**src/rtl/vote_pkg.sv**
```systemverilog
// rtl/vote_pkg.sv - shared types, default sizes and derived widths for the vote tally controller
package vote_pkg;

  localparam int DEF_N    = 3;
  localparam int DEF_M    = 5;
  localparam int CAND_NUM = 2 ** DEF_N;
  localparam int CNT_W    = DEF_M + 1;

  typedef enum logic [1:0] {
    IDLE    = 2'd0,
    COLLECT = 2'd1,
    SCAN    = 2'd2,
    DONE    = 2'd3
  } vote_state_e;

endpackage

```
**src/rtl/vote_tally_ctrl_if.sv**
```systemverilog
// rtl/vote_tally_ctrl_if.sv - ballot/result handshake bundle; tie exists only with VOTE_TIE_DETECT_EN
interface vote_tally_ctrl_if #(
  parameter int N = vote_pkg::DEF_N,
  parameter int M = vote_pkg::DEF_M
);

  logic         start;
  logic         vote_valid;
  logic         vote_ready;
  logic [N-1:0] vote_in;
  logic         busy;
  logic         done_valid;
  logic         done_ack;
  logic [N-1:0] winner;
  logic [M:0]   winner_count;
`ifdef VOTE_TIE_DETECT_EN
  logic         tie;
`endif

  modport master (
    output start, vote_valid, vote_in, done_ack,
    input  vote_ready, busy, done_valid, winner, winner_count
`ifdef VOTE_TIE_DETECT_EN
    , input tie
`endif
  );

  modport slave (
    input  start, vote_valid, vote_in, done_ack,
    output vote_ready, busy, done_valid, winner, winner_count
`ifdef VOTE_TIE_DETECT_EN
    , output tie
`endif
  );

endinterface

```
**src/rtl/vote_counter_bank.sv**
```systemverilog
// rtl/vote_counter_bank.sv - per-candidate ballot counters with clear, one increment port and one read port
module vote_counter_bank
  import vote_pkg::*;
#(
  parameter int N = DEF_N,
  parameter int M = DEF_M
) (
  input  logic         clk,
  input  logic         rst_n,
  input  logic         clr,
  input  logic         inc_en,
  input  logic [N-1:0] inc_idx,
  input  logic [N-1:0] rd_idx,
  output logic [M:0]   rd_cnt
);

  logic [M:0] cnt [2**N];

  always_ff @(posedge clk or negedge rst_n) begin
    if (!rst_n) begin
      for (int i = 0; i < 2**N; i++) cnt[i] <= '0;
    end else if (clr) begin
      for (int i = 0; i < 2**N; i++) cnt[i] <= '0;
    end else if (inc_en) begin
      cnt[inc_idx] <= cnt[inc_idx] + (M+1)'(1);
    end
  end

  assign rd_cnt = cnt[rd_idx];

endmodule

```
**src/rtl/vote_tally_ctrl.sv**
```systemverilog
// rtl/vote_tally_ctrl.sv - serial plurality vote: collect 2**M ballots, scan 2**N counters, hand off winner
// Optional tie flag built when VOTE_TIE_DETECT_EN is defined.
module vote_tally_ctrl
  import vote_pkg::*;
#(
  parameter int N = DEF_N,
  parameter int M = DEF_M
) (
  input  logic             clk,
  input  logic             rst_n,
  vote_tally_ctrl_if.slave bus
);

  localparam logic [1:0] ST_IDLE    = IDLE;
  localparam logic [1:0] ST_COLLECT = COLLECT;
  localparam logic [1:0] ST_SCAN    = SCAN;
  localparam logic [1:0] ST_DONE    = DONE;

  localparam logic [M:0] LAST_BALLOT = (M+1)'(2**M - 1);

  logic [1:0]   state;
  logic [M:0]   ballot_cnt;
  logic [N-1:0] scan_idx;
  logic [N-1:0] best_idx, best_idx_nx, win_idx;
  logic [M:0]   best_cnt, best_cnt_nx, win_cnt;
  logic [M:0]   rd_cnt;
  logic         accept;
  logic         clr;

  assign accept = (state == ST_COLLECT) && bus.vote_valid;
  assign clr    = (state == ST_IDLE) && bus.start;

  vote_counter_bank #(.N(N), .M(M)) u_bank (
    .clk     (clk),
    .rst_n   (rst_n),
    .clr     (clr),
    .inc_en  (accept),
    .inc_idx (bus.vote_in),
    .rd_idx  (scan_idx),
    .rd_cnt  (rd_cnt)
  );

  // Strict greater-than keeps the lowest index on ties.
  always_comb begin
    best_idx_nx = best_idx;
    best_cnt_nx = best_cnt;
    if (rd_cnt > best_cnt) begin
      best_idx_nx = scan_idx;
      best_cnt_nx = rd_cnt;
    end
  end

`ifdef VOTE_TIE_DETECT_EN
  logic tie_q, tie_nx, win_tie;

  always_comb begin
    tie_nx = tie_q;
    if (rd_cnt > best_cnt) begin
      tie_nx = 1'b0;
    end else if ((rd_cnt == best_cnt) && (best_cnt != '0)) begin
      tie_nx = 1'b1;
    end
  end

  always_ff @(posedge clk or negedge rst_n) begin
    if (!rst_n) begin
      tie_q   <= 1'b0;
      win_tie <= 1'b0;
    end else if (clr) begin
      tie_q <= 1'b0;
    end else if (state == ST_SCAN) begin
      tie_q <= tie_nx;
      if (scan_idx == '1) win_tie <= tie_nx;
    end
  end

  assign bus.tie = win_tie;
`endif

  always_ff @(posedge clk or negedge rst_n) begin
    if (!rst_n) begin
      state      <= ST_IDLE;
      ballot_cnt <= '0;
      scan_idx   <= '0;
      best_idx   <= '0;
      best_cnt   <= '0;
      win_idx    <= '0;
      win_cnt    <= '0;
    end else begin
      case (state)
        ST_IDLE: begin
          if (bus.start) begin
            state      <= ST_COLLECT;
            ballot_cnt <= '0;
            scan_idx   <= '0;
            best_idx   <= '0;
            best_cnt   <= '0;
          end
        end
        ST_COLLECT: begin
          if (accept) begin
            ballot_cnt <= ballot_cnt + (M+1)'(1);
            if (ballot_cnt == LAST_BALLOT) state <= ST_SCAN;
          end
        end
        ST_SCAN: begin
          best_idx <= best_idx_nx;
          best_cnt <= best_cnt_nx;
          scan_idx <= scan_idx + N'(1);
          if (scan_idx == '1) begin
            state   <= ST_DONE;
            win_idx <= best_idx_nx;
            win_cnt <= best_cnt_nx;
          end
        end
        ST_DONE: begin
          if (bus.done_ack) state <= ST_IDLE;
        end
        default: state <= ST_IDLE;
      endcase
    end
  end

  assign bus.vote_ready   = (state == ST_COLLECT);
  assign bus.busy         = (state != ST_IDLE);
  assign bus.done_valid   = (state == ST_DONE);
  assign bus.winner       = win_idx;
  assign bus.winner_count = win_cnt;

endmodule

```
**src/flat_wrapper.sv**
```systemverilog
// flat-port wrapper written by rule: the top's interface ports become plain ports
module vote_tally_ctrl_flat import vote_pkg::*;
#(
  parameter int N = DEF_N,
  parameter int M = DEF_M
)
  (clk, rst_n, bus_start, bus_vote_valid, bus_vote_in, bus_done_ack, bus_vote_ready, bus_busy, bus_done_valid, bus_winner, bus_winner_count);
  vote_tally_ctrl_if #(.N(N), .M(M)) bus_i ();
  input  logic clk;
  input  logic rst_n;
  input wire logic [$bits(bus_i.start)-1:0] bus_start;
  input wire logic [$bits(bus_i.vote_valid)-1:0] bus_vote_valid;
  input wire logic [$bits(bus_i.vote_in)-1:0] bus_vote_in;
  input wire logic [$bits(bus_i.done_ack)-1:0] bus_done_ack;
  output wire logic [$bits(bus_i.vote_ready)-1:0] bus_vote_ready;
  output wire logic [$bits(bus_i.busy)-1:0] bus_busy;
  output wire logic [$bits(bus_i.done_valid)-1:0] bus_done_valid;
  output wire logic [$bits(bus_i.winner)-1:0] bus_winner;
  output wire logic [$bits(bus_i.winner_count)-1:0] bus_winner_count;
  assign bus_i.start = bus_start;
  assign bus_i.vote_valid = bus_vote_valid;
  assign bus_i.vote_in = bus_vote_in;
  assign bus_i.done_ack = bus_done_ack;
  assign bus_vote_ready = bus_i.vote_ready;
  assign bus_busy = bus_i.busy;
  assign bus_done_valid = bus_i.done_valid;
  assign bus_winner = bus_i.winner;
  assign bus_winner_count = bus_i.winner_count;
  vote_tally_ctrl #(.N(N), .M(M)) u_core (.clk(clk), .rst_n(rst_n), .bus(bus_i));
endmodule
```
**config.mk**
```make
export PLATFORM = sky130hd
export DESIGN_NAME = vote_tally_ctrl_flat
export DESIGN_NICKNAME = d
export VERILOG_FILES = /design/src/rtl/vote_pkg.sv /design/src/rtl/vote_tally_ctrl_if.sv /design/src/rtl/vote_counter_bank.sv /design/src/rtl/vote_tally_ctrl.sv /design/src/flat_wrapper.sv
export SDC_FILE = /design/constraint.sdc
export NUM_CORES = 1
export LEC_CHECK = 0
export ABC_AREA = 1
export CORE_UTILIZATION = 55
export DETAILED_ROUTE_END_ITERATION = 16
export PLACE_DENSITY_LB_ADDON = 0.12
export SYNTH_ARGS = -nofsm -noshare
export SYNTH_HDL_FRONTEND = slang
export SYNTH_SLANG_ARGS = --single-unit
export TNS_END_PERCENT = 5
```
**constraint.sdc**
```tcl
create_clock -name clk -period 2.5 [get_ports clk]
set_input_delay 0.5 -clock clk [delete_from_list [all_inputs] [get_ports clk]]
set_output_delay 0.5 -clock clk [all_outputs]
set_load 0.005 [all_outputs]
```
==> results.txt <==
----------------------------------------------------
[Outcome]
  Result of the run ... finished, violations left
  Failing checks ... negative setup slack

[Timing]
  Transition at the pin with the smallest max-transition slack ... 0.9429 ns
  Worst Setup Slack, final ... -0.1113 ns
  RSZ-0062 raised after global routing ... yes
  Final Skew ... 0.01453 ns
  Final count of hold timing violations ... 0
  Final-report max-slew violation count ... 0
  Worst slew slack as a fraction of its limit ... 36.72%
  Min cycle time layout ... 2.611 ns
  Highest clock rate ... 383.0 MHz
  # setup viols final ... 18
  Worst hold margin ... 0.06326 ns
  Portion of the clock cycle consumed by the worst path in the final layout ... 104.5%

[Global routing]
  Number of antenna violations at the first check in global routing ... 0
  GRT Total Usage ... 30.45%
  Remaining global-route overflow ... 0
  Largest net degree at the start of global routing ... 48
  Number of global-route vias before repair ... 4303
  First-pass GRT wire length ... 20330 microns

[CTS]
  Clock Pin Slew Worst Setup and Hold Paths ... 0.09 ns
  Clk sink count ... 77
  Maximum buffer depth of the clock tree ... 2
  Number of levels the H-tree was split into ... 3
  Clock tree root buffer cell ... sky130_fd_sc_hd__clkbuf_8
  Num CTS Buffers ... 9
  Insertion delay to the later sink of the worst-skew pair ... 0.35 ns
  Hold Buf Count CTS ... 0
  TritonCTS clock tree ... built

[Critical path]
  Endpoint of the most critical register-to-register path ... u_core.best_cnt[3]$_DFFE_PN0P_
  Type of origin of the critical path ... register
  Critical-path cell list ... clkbuf_16, o21ai_2, o22ai_2, o21ai_2, inv_2, ha_4, nand2_2, nor2_2, buf_4, nand3_1, nand2_2, buf_6, nand2_1, nand3_1, o21ai_0
  Critical register-to-register path startpoint ... u_core.scan_idx[0]$_DFFE_PN0P_
  Worst reg-to-reg path cell count ... 15
  Worst path bufs/invs ... 4
  Cell class contributing the biggest share of worst-path delay ... compound AO/OA/AOI/OAI gates
  Setup crit start ... u_core.scan_idx[0]$_DFFE_PN0P_
  Data required time of the critical path ... 2.70 ns
  CP arrival ... 2.81 ns
  FF-to-FF setup slack ... -0.11 ns
  Max incr delay on CP ... 0.52 ns
  Type of the worst setup path ... reg -> reg
  Crit path max-delay cell type ... sky130_fd_sc_hd__dfrtp_2
  Capturing element type of the critical path ... register
  Crit path max fanout ... 6

[Place]
  Placed cell count ... 768
  Number of buffers inserted by port buffering ... 19
  Total half-perimeter wirelength after legalization and detailed placement ... 8915 microns
  Routability-driven placement congestion ratio ... 0.9758

[Logic synthesis]
  Fraction of synthesized cell area taken by the top area cell type ... 41.76%
  Net count after synthesis ... 652
  Post-synthesis cell area ... 0.004614 sq mm
  Top-count cell post-synth ... sky130_fd_sc_hd__nand2_1
  Async SR Flop Fraction ... 100.0%
  Primary FF master, synth ... sky130_fd_sc_hd__dfrtp_1
  Synth unique cells ... 33
  Area leader, netlist ... sky130_fd_sc_hd__dfrtp_1
  Post-Syn Area per Cell ... 7.336 sq um
  Number of synthesized register bits ... 77
  Post-synth EDFFs ... 0
  Synth top cells by count ... sky130_fd_sc_hd__nand2_1 (190), sky130_fd_sc_hd__dfrtp_1 (77), sky130_fd_sc_hd__inv_1 (76)
  YS warnings ... 0
  Seq/Total Area, Yosys ... 41.76%
  Syn Inst Count ... 629
  Main area contributors after synthesis ... sky130_fd_sc_hd__dfrtp_1 (42%), sky130_fd_sc_hd__nand2_1 (15%), sky130_fd_sc_hd__nand3_1 (6.5%)

[Detailed routing]
  Total number of vias ... 4529
  Total detailed-routing wirelength ... 12900 microns
  TritonRoute pass-1 iters ... 8
  Residual antenna-violating net count after detailed routing ... 0
  Routed len/inst ... 16.25 microns
  Vias per std cell ... 5.704
  Drt drc ... 0
  DR iter-0 viols ... 417

[Floorplan]
  Number of placed I/O pins ... 20
  Die outline width ... 93.60 microns
  Number of rows in the core area ... 33
  Vertical die dimension ... 93.60 microns
  Initial Util ... 56.44%
  Total Die Area ... 0.008760 sq mm
  Core area ... 0.008175 sq mm

[Cells and area]
  Fillers ... 669
  Post-synthesis to final-layout area growth ... 20.44%
  Layout Cells excl Fill ... 794
  Antenna diodes ... 0
  Fraction of layout instances using a drive strength above 1 ... 18.00%
  Net count of the finished layout ... 708

[Hold path]
  Worst hold path class ... in -> async

[Pwr]
  Pwr dens ... 1081 mW/mm^2
  Leakage power total ... 2.860 nW
  Worst supply voltage drop on vdd ... 0.6195 mV

[Flow run]
  Max-cap violations ... 0

----------------------------------------------------
==> flip-flops by register name, summed over array words and instances, names as in the netlist <==
name,cells
u_core.ballot_cnt,6
u_core.best_cnt,6
u_core.best_idx,3
u_core.bus.winner,3
u_core.bus.winner_count,6
u_core.scan_idx,3
u_core.state,2
u_core.u_bank.cnt,48
==> report_power, final <==
group          internal [mW]  switching [mW]
Clock                  0.410           0.456
Combinational           1.42            2.11
Sequential              1.45           0.154
Total                   3.29            2.72
==> placed cells by master, fill, tap and decap left out, types with 2 or more instances in the layout <==
cell                              Yosys  routed
sky130_fd_sc_hd__o22ai_1             27      24
sky130_fd_sc_hd__inv_2                8      10
sky130_fd_sc_hd__o22ai_2              0       3
sky130_fd_sc_hd__o21a_1               2       2
sky130_fd_sc_hd__dfrtp_2              0       2
sky130_fd_sc_hd__nand3_2              2       2
sky130_fd_sc_hd__o21ai_1              8      23
sky130_fd_sc_hd__dfrtp_1             77      75
sky130_fd_sc_hd__inv_1               76      71
sky130_fd_sc_hd__nor2_4               3       4
sky130_fd_sc_hd__buf_4                2      34
sky130_fd_sc_hd__o21ai_2              0       8
sky130_fd_sc_hd__ha_1                15      12
sky130_fd_sc_hd__o21ai_4              1       2
sky130_fd_sc_hd__nor2_2               3       6
sky130_fd_sc_hd__a21oi_1             23      23
sky130_fd_sc_hd__nand3_1             60      60
sky130_fd_sc_hd__ha_4                 0       3
sky130_fd_sc_hd__clkinvlp_4           0       2
sky130_fd_sc_hd__buf_6                4       5
sky130_fd_sc_hd__clkbuf_16            0       2
sky130_fd_sc_hd__nand2_2              9      13
sky130_fd_sc_hd__clkdlybuf4s50_1      0      18
sky130_fd_sc_hd__clkbuf_8             0      11
sky130_fd_sc_hd__buf_12               0       4
sky130_fd_sc_hd__nand4_2              2       2
sky130_fd_sc_hd__o21ai_0             52      28
sky130_fd_sc_hd__clkinv_1             2       2
sky130_fd_sc_hd__inv_4                0       2
sky130_fd_sc_hd__nand2_4              2       2
sky130_fd_sc_hd__nand2_1            190     186
sky130_fd_sc_hd__nor3_1               3       3
sky130_fd_sc_hd__nor2_1              35      31
sky130_fd_sc_hd__o211ai_1             4       4
==> timing repair <==
action | in CTS | in global routing
pin swaps | 6 | 10
gates resized for setup | 28 | 37
endpoints found under the setup margin | 18 | 18
setup buffers | 3 | 3
gates cloned | 1 | 4
==> worst register-to-register path, cell delays in order (launching register included) <==
cell	delay (ns)
sky130_fd_sc_hd__dfrtp_2	0.52
sky130_fd_sc_hd__clkbuf_16	0.21
sky130_fd_sc_hd__o21ai_2	0.15
sky130_fd_sc_hd__o22ai_2	0.12
sky130_fd_sc_hd__o21ai_2	0.20
sky130_fd_sc_hd__inv_2	0.07
sky130_fd_sc_hd__ha_4	0.27
sky130_fd_sc_hd__nand2_2	0.06
sky130_fd_sc_hd__nor2_2	0.12
sky130_fd_sc_hd__buf_4	0.11
sky130_fd_sc_hd__nand3_1	0.07
sky130_fd_sc_hd__nand2_2	0.15
sky130_fd_sc_hd__buf_6	0.15
sky130_fd_sc_hd__nand2_1	0.07
sky130_fd_sc_hd__nand3_1	0.09
sky130_fd_sc_hd__o21ai_0	0.09
==> metal layers <==
| layer | wire length (microns) | track usage (%) | vias up | part of all wire [%] |
|---|---|---|---|---|
| met4 | 492 | 12.05 | 0 | 3.8 |
| met5 | 0 | 0 | - | 0 |
| met2 | 5843 | 49.69 | 241 | 45 |
| met1 | 5463 | 39.96 | 2080 | 42 |
| li1 | - | - | 2156 | - |
| met3 | 1100 | 5.691 | 52 | 8.5 |
==> stage by stage <==
step                      TNS [ns]  area (sq um)  power, mW  utilization (%)  worst slack [ns]
after floorplan                  0          4614      3.352                -           0.08023
after global placement      -4.665          5110      4.183            62.50           -0.3560
after detailed placement    -5.586          5110      4.254            62.50           -0.4008
after CTS                 -0.03293          5366      5.370            65.64          -0.01742
after global routing        -3.300          5558      6.395            67.98           -0.2380
final                       -1.155          5558      6.006            67.98           -0.1113
==> how the worst max path moves through the flow <==
stage                                            end  slack (ns)  depth (start not counted)
floorplan           u_core.bus.winner[2]$_DFFE_PN0P_        0.08                         17
global placement      u_core.best_idx[1]$_DFFE_PN0P_       -0.36                         15
detailed placement    u_core.best_idx[1]$_DFFE_PN0P_       -0.40                         15
CTS                   u_core.best_idx[1]$_DFFE_PN0P_       -0.02                         14
global route          u_core.best_idx[1]$_DFFE_PN0P_       -0.24                         16
finish                u_core.best_cnt[3]$_DFFE_PN0P_       -0.11                         15
==> cells by family (layout without fill, tap and decap cells) <==
group | after synthesis | count (layout) | share of synthesized area (%)
compound gates | 118 | 118 | 14.15
xor+xnor | 1 | 1 | 0.3526
fa+ha+maj | 15 | 15 | 4.067
flops | 77 | 77 | 41.76
simple gates | 312 | 312 | 29.64
buf+inv | 106 | 166 | 10.03
==> area by class of cell <==
cell class	count	area [sq um]	area share, %
Multi-Input combinational cell	446	2347	42.23
Sequential cell	77	1929	34.71
Timing Repair Buffer	63	621.8	11.19
Inverter	87	345.3	6.213
Clock buffer	12	155.1	2.792
Tap cell	105	131.4	2.364
Clock inverter	3	21.27	0.3827
Timing Repair inverter	1	6.256	0.1126
Note: power is estimated with default switching activity, not from simulation.
